## src/rtl/hex_file_loader_pkg.sv

```systemverilog
// rtl/hex_file_loader_pkg.sv - shared byte constants and FSM state encoding
// Holds the framing bytes used by the UART file receiver and the loader
// state codes exposed on the debug state port.
package hex_file_loader_pkg;

    // Framing bytes, identical to the receiver's values
    localparam logic [7:0] CHAR_SOT = 8'h02;
    localparam logic [7:0] CHAR_EOF = 8'h04;
    localparam logic [7:0] CHAR_CR  = 8'h0D;
    localparam logic [7:0] CHAR_LF  = 8'h0A;

    // Loader FSM states
    localparam logic [2:0] ST_IDLE     = 3'd0;
    localparam logic [2:0] ST_WAIT_SOT = 3'd1;
    localparam logic [2:0] ST_COLLECT  = 3'd2;
    localparam logic [2:0] ST_WRITE    = 3'd3;
    localparam logic [2:0] ST_DONE     = 3'd4;

endpackage

```

## src/rtl/hex_file_loader_decode.sv

```systemverilog
// rtl/hex_file_loader_decode.sv - ASCII hex character to nibble decoder
// Ports: ch (ASCII byte in), invalid (1 when ch is not 0-9/A-F/a-f),
//        nibble (decoded value, 0 when invalid).
module hex_char_decode (
    input  logic [7:0] ch,
    output logic       invalid,
    output logic [3:0] nibble
);

    always_comb begin
        invalid = 1'b0;
        nibble  = 4'h0;
        if (ch >= 8'h30 && ch <= 8'h39) begin
            nibble = ch[3:0];
        end else if ((ch >= 8'h41 && ch <= 8'h46) || (ch >= 8'h61 && ch <= 8'h66)) begin
            // 'A'/'a' have low nibble 1, so +9 maps them to 10
            nibble = ch[3:0] + 4'd9;
        end else begin
            invalid = 1'b1;
        end
    end

endmodule

```

## src/rtl/hex_file_loader.sv

```systemverilog
// rtl/hex_file_loader.sv - parses one hex word per line from the receiver FIFO into memory
// Ports: clk/reset; cfg_valid/cfg_sel/cfg_base start a load;
//        rx_byte/rx_byte_rdy/rx_byte_re pop the receiver FIFO;
//        mem_we/mem_ready/mem_sel/mem_addr/mem_wdata write the target memory;
//        load_busy/load_done/load_error/word_count/state report status.
module hex_file_loader
    import hex_file_loader_pkg::*;
#(
    parameter int DATA_W = 32,
    parameter int ADDR_W = 8
) (
    input  logic              clk,
    input  logic              reset,
    input  logic              cfg_valid,
    input  logic [7:0]        cfg_sel,
    input  logic [7:0]        cfg_base,
    input  logic [7:0]        rx_byte,
    input  logic              rx_byte_rdy,
    output logic              rx_byte_re,
    output logic              mem_we,
    input  logic              mem_ready,
    output logic [7:0]        mem_sel,
    output logic [ADDR_W-1:0] mem_addr,
    output logic [DATA_W-1:0] mem_wdata,
    output logic              load_busy,
    output logic              load_done,
    output logic              load_error,
    output logic [ADDR_W:0]   word_count,
    output logic [2:0]        state
);

    localparam int DIGITS = DATA_W / 4;
    localparam int CNT_W  = $clog2(DIGITS + 1);

    localparam logic [CNT_W-1:0]  CNT_FULL = CNT_W'(DIGITS);
    localparam logic [CNT_W-1:0]  CNT_ONE  = CNT_W'(1);
    localparam logic [ADDR_W-1:0] ADDR_ONE = ADDR_W'(1);
    localparam logic [ADDR_W:0]   WC_ONE   = (ADDR_W + 1)'(1);

    logic [CNT_W-1:0]  cnt;
    logic [DATA_W-1:0] asm_q;
    logic              pend_eof;
    logic              wrapped;   // a write has already landed at the top address
    logic              hex_invalid;
    logic [3:0]        hex_nibble;
    logic              is_term;
    logic              overflow;

    hex_char_decode u_decode (
        .ch      (rx_byte),
        .invalid (hex_invalid),
        .nibble  (hex_nibble)
    );

    assign is_term    = (rx_byte == CHAR_CR) || (rx_byte == CHAR_LF);
    assign overflow   = wrapped || word_count[ADDR_W];
    assign rx_byte_re = rx_byte_rdy && (state == ST_WAIT_SOT || state == ST_COLLECT);
    // An overflowing word passes through WRITE without a write strobe
    assign mem_we     = (state == ST_WRITE) && !overflow;
    assign load_busy  = (state != ST_IDLE);
    assign load_done  = (state == ST_DONE);

    always_ff @(posedge clk or posedge reset) begin
        if (reset) begin
            state      <= ST_IDLE;
            mem_sel    <= 8'h00;
            mem_addr   <= '0;
            mem_wdata  <= '0;
            load_error <= 1'b0;
            word_count <= '0;
            cnt        <= '0;
            asm_q      <= '0;
            pend_eof   <= 1'b0;
            wrapped    <= 1'b0;
        end else begin
            case (state)
                ST_IDLE: begin
                    if (cfg_valid) begin
                        mem_sel    <= cfg_sel;
                        mem_addr   <= ADDR_W'(cfg_base);
                        word_count <= '0;
                        load_error <= 1'b0;
                        wrapped    <= 1'b0;
                        pend_eof   <= 1'b0;
                        state      <= ST_WAIT_SOT;
                    end
                end

                ST_WAIT_SOT: begin
                    if (rx_byte_rdy && rx_byte == CHAR_SOT) begin
                        cnt   <= '0;
                        state <= ST_COLLECT;
                    end
                end

                ST_COLLECT: begin
                    if (rx_byte_rdy) begin
                        if (!hex_invalid) begin
                            if (cnt < CNT_FULL) begin
                                asm_q <= {asm_q[DATA_W-5:0], hex_nibble};
                                cnt   <= cnt + CNT_ONE;
                            end else begin
                                load_error <= 1'b1;
                            end
                        end else if (is_term) begin
                            if (cnt == CNT_FULL) begin
                                mem_wdata <= asm_q;
                                state     <= ST_WRITE;
                            end else if (cnt != '0) begin
                                load_error <= 1'b1;
                            end
                            cnt <= '0;
                        end else if (rx_byte == CHAR_EOF) begin
                            if (cnt == CNT_FULL) begin
                                // Last line had no terminator: write it, then finish
                                mem_wdata <= asm_q;
                                pend_eof  <= 1'b1;
                                state     <= ST_WRITE;
                            end else begin
                                if (cnt != '0) begin
                                    load_error <= 1'b1;
                                end
                                state <= ST_DONE;
                            end
                            cnt <= '0;
                        end
                    end
                end

                ST_WRITE: begin
                    if (overflow) begin
                        load_error <= 1'b1;
                        pend_eof   <= 1'b0;
                        state      <= pend_eof ? ST_DONE : ST_COLLECT;
                    end else if (mem_ready) begin
                        if (&mem_addr) begin
                            wrapped <= 1'b1;
                        end
                        mem_addr   <= mem_addr + ADDR_ONE;
                        word_count <= word_count + WC_ONE;
                        pend_eof   <= 1'b0;
                        state      <= pend_eof ? ST_DONE : ST_COLLECT;
                    end
                end

                ST_DONE: begin
                    state <= ST_IDLE;
                end

                default: begin
                    state <= ST_IDLE;
                end
            endcase
        end
    end

endmodule

```

## config.mk

```make
export PLATFORM = sky130hd
export DESIGN_NAME = hex_file_loader
export DESIGN_NICKNAME = d
export VERILOG_FILES = /design/src/rtl/hex_file_loader_pkg.sv /design/src/rtl/hex_file_loader_decode.sv /design/src/rtl/hex_file_loader.sv
export SDC_FILE = /design/constraint.sdc
export NUM_CORES = 1
export LEC_CHECK = 0
export BUFFER_PORTS_ARGS = -buffer_cell sky130_fd_sc_hd__buf_2
export CAP_MARGIN = 10
export CORE_ASPECT_RATIO = 0.6
export CORE_UTILIZATION = 38
export DETAILED_ROUTE_END_ITERATION = 6
export HOLD_SLACK_MARGIN = 0.02
export PLACE_DENSITY = 0.59
export SYNTH_ARGS = -nofsm -noshare
export SYNTH_HDL_FRONTEND = slang
export SYNTH_HIERARCHICAL = 1
export SYNTH_SLANG_ARGS = --single-unit
```

## constraint.sdc

```tcl
create_clock -name clk -period 4.6 [get_ports clk]
set_input_delay 1.15 -clock clk [delete_from_list [all_inputs] [get_ports clk]]
set_output_delay 1.15 -clock clk [all_outputs]
set_load 0.005 [all_outputs]
```

==> impl_metrics.ini <==
[status]
status = complete, no violations

[setup_path]
cp_cell_sequence = buf_2 -> inv_1 -> ha_1 -> o21bai_1 -> a21oi_1 -> nor2_1 -> inv_1 -> nor2_4 -> nand4_1 -> a21oi_4 -> buf_4 -> mux2_2
cp_common_cell = inv_1
criticalPathCategory = primary input to register
path_delay_family = buffers and inverters
worstPathMaxFanout = 32
cp_slowest_stage_delay_ns = 0.40
worst_path_max_delay_cell = buf_4
endpoint_kind = register
crit_buf_inv = 4
critPathArrivalTime_ns = 3.77
cp.required_ns = 4.82
start_kind = primary input

[yosys]
synth_adder_area_share_pct = 1.881
async_reset_ff_share_pct = 100.0
synthSimpleGateAreaFrac_pct = 13.41
synth_xor_area_share_pct = 1.316
synthFlopType = dfrtp_1
synth_area_um2 = 4657
synth_seq_area_share_pct = 53.20
synth_cells = 384
synth.distinct_cells = 59
syn_avg_cell_area_um2 = 12.13
synth-seq-cells = 99
synthMuxAreaShare_pct = 18.78
yosysWarnings = 6
synth_nets = 420
synth-edff-count = 0
synth_top_family_by_area = multiplexers
synth_compound_area_share_pct = 8.195

[finish]
fillCellCount = 1034
drive_gt1_share_pct = 40.17
final_cell_mix = 99 x dfrtp_1, 93 x buf_2, 71 x mux2_2
final_nets = 510
synthToLayoutAreaGrowth_pct = 19.40
seq_area_um2 = 2477
final_util_pct = 47.94
antennaDiodeCount = 0
multiInputGateArea_um2 = 2029
mostFrequentLayoutCell = dfrtp_1

[cts]
cts_root_buf = clkbuf_16
clock_latency_ns = 0.34
h-tree-depth = 3
ctsHoldBuffers = 0
cts.clk_slew.worst_paths_ns = 0.07
postCtsSetupRepairBufs = 0
ctsResizeCount = 0
cts_buffer_depth = 2
cts_tree = yes
cts_buffers = 9
clock_sinks = 99

[drt]
vias = 3262
postRouteAntennaNets = 0
wl_per_cell_um = 15.45
firstDrtPassIters = 4
drt-total-wl_um = 9858
drt_iter0_markers = 151
drc_errors = 0
viasPerCell = 5.113

[grt]
antenna_found_initial = 0
grt_max_degree = 51
track_usage_pct = 16.30
grt_pass1_vias = 3168
grt-ovfl-total = 0
grt_pass1_wl_um = 16280

[pwr]
ir_drop_mv = 0.1998
static-leakage-power_nw = 2.845
power.density_nw_per_um2 = 471.3

[place]
numPortBuffers = 93
dp_hpwl_um = 7050
place_congestion = 0.8447

[min_path]
hold_class = register to register

[sta]
tightest_slew_ns = 0.8595
fin_crit_sh_pct = 77.15
setup_violations = 0
final.min_clock_period_ns = 3.549
finalHoldViolCount = 0
fin_tns_setup_ns = 0
fmax_mhz = 281.8
grt_setup_unrepaired = no
skew_ns = 0.007968
maxSlewViolCount = 0
relSlewSlack_pct = 42.70

[run]
cap_violations = 0

[die]
dieHeight_um = 87.75
fp.dieArea_um2 = 12720
pin_count = 94
die_width_um = 144.9
coreArea_um2 = 11600
rows = 30
start_util_pct = 40.15
report_power, final:
group / internal [W] / switching [W] / total, W
clock network: 0.000478 / 0.000322 / 0.000799
registers: 0.000976 / 0.000135 / 0.00111
logic: 0.000326 / 0.000384 / 0.000709
total: 0.00178 / 0.000841 / 0.00262
metal layers:
metal	global-route usage [%]	part of all wire [%]	wire length (µm)
met1	23.28	51	5063
met2	24.13	44	4348
met3	4.375	3.8	373
met5	0	0	0
met4	5.126	0.75	74
synth_stat cells (all sizes together) (3+ instances only):
cell type	n	share of area (%)
nand2b	4	0.54
a21o	3	0.48
nand3	14	1.5
nor3	4	0.54
ha	7	1.9
inv	9	0.73
xor2	7	1.3
o21ai	11	1.2
a21oi	16	2.0
clkbuf	7	0.56
dfrtp	99	53
buf	12	1.9
mux2	75	18
nand3b	4	0.64
mux2i	3	0.64
nand2	27	2.2
nor3b	3	0.48
nand4	7	0.94
nor2	18	1.6
and3	7	0.94
and4	3	0.56
and3b	3	0.56
nor2b	5	0.67
final timing paths:
kind,startpoint,end,slack (ns),cells after the start
setup reg to reg,state[1],mem_wdata[23],1.95,6
setup / recovery,rx_byte[0],mem_wdata[23],1.05,12
hold / removal,mem_wdata[15],mem_wdata[15],0.49,1
max in group asynchronous,reset,mem_wdata[25],2.93,3
hold reg to reg,mem_wdata[15],mem_wdata[15],0.49,1
min in group asynchronous,reset,asm_q[20],0.90,2
sequential cells by signal, summed over array words and instances, names as in the netlist:
name        cells
asm_q          32
cnt             4
load_error      1
mem_addr        8
mem_sel         8
mem_wdata      32
pend_eof        1
state           3
word_count      9
wrapped         1
cell families (layout without fill, tap and decap cells):
group,count (synthesis),count (layout)
compound gates,54,54
xor+xnor,7,7
fa+ha+maj,7,7
simple gates,111,111
buf+inv,28,122
mux,78,78
flops,99,99
metrics by stage:
stage	instances	setup slack [ns]	instance area, µm²	hold WS, ns	total power, W
2_1_floorplan	384	0.8596	4657	0.4736	0.001620
5_1_grt	638	0.8570	5560	0.5191	0.002799
3_3_place_gp	623	0.8898	5246	0.4624	0.001820
4_1_cts	638	1.040	5560	0.4901	0.002654
3_5_place_dp	623	0.6979	5246	0.4751	0.001835
6_report	638	1.051	5560	0.4858	0.002620
area by class of cell:
type	count	area share, %
clock buffers	10	4.118
clock inverters	5	1.530
inverters	9	0.6526
multi-input cells	257	36.50
flip-flops and latches	99	44.55
well taps	160	3.600
repair buffers	98	9.046
Power figures use the tool's default switching activity.
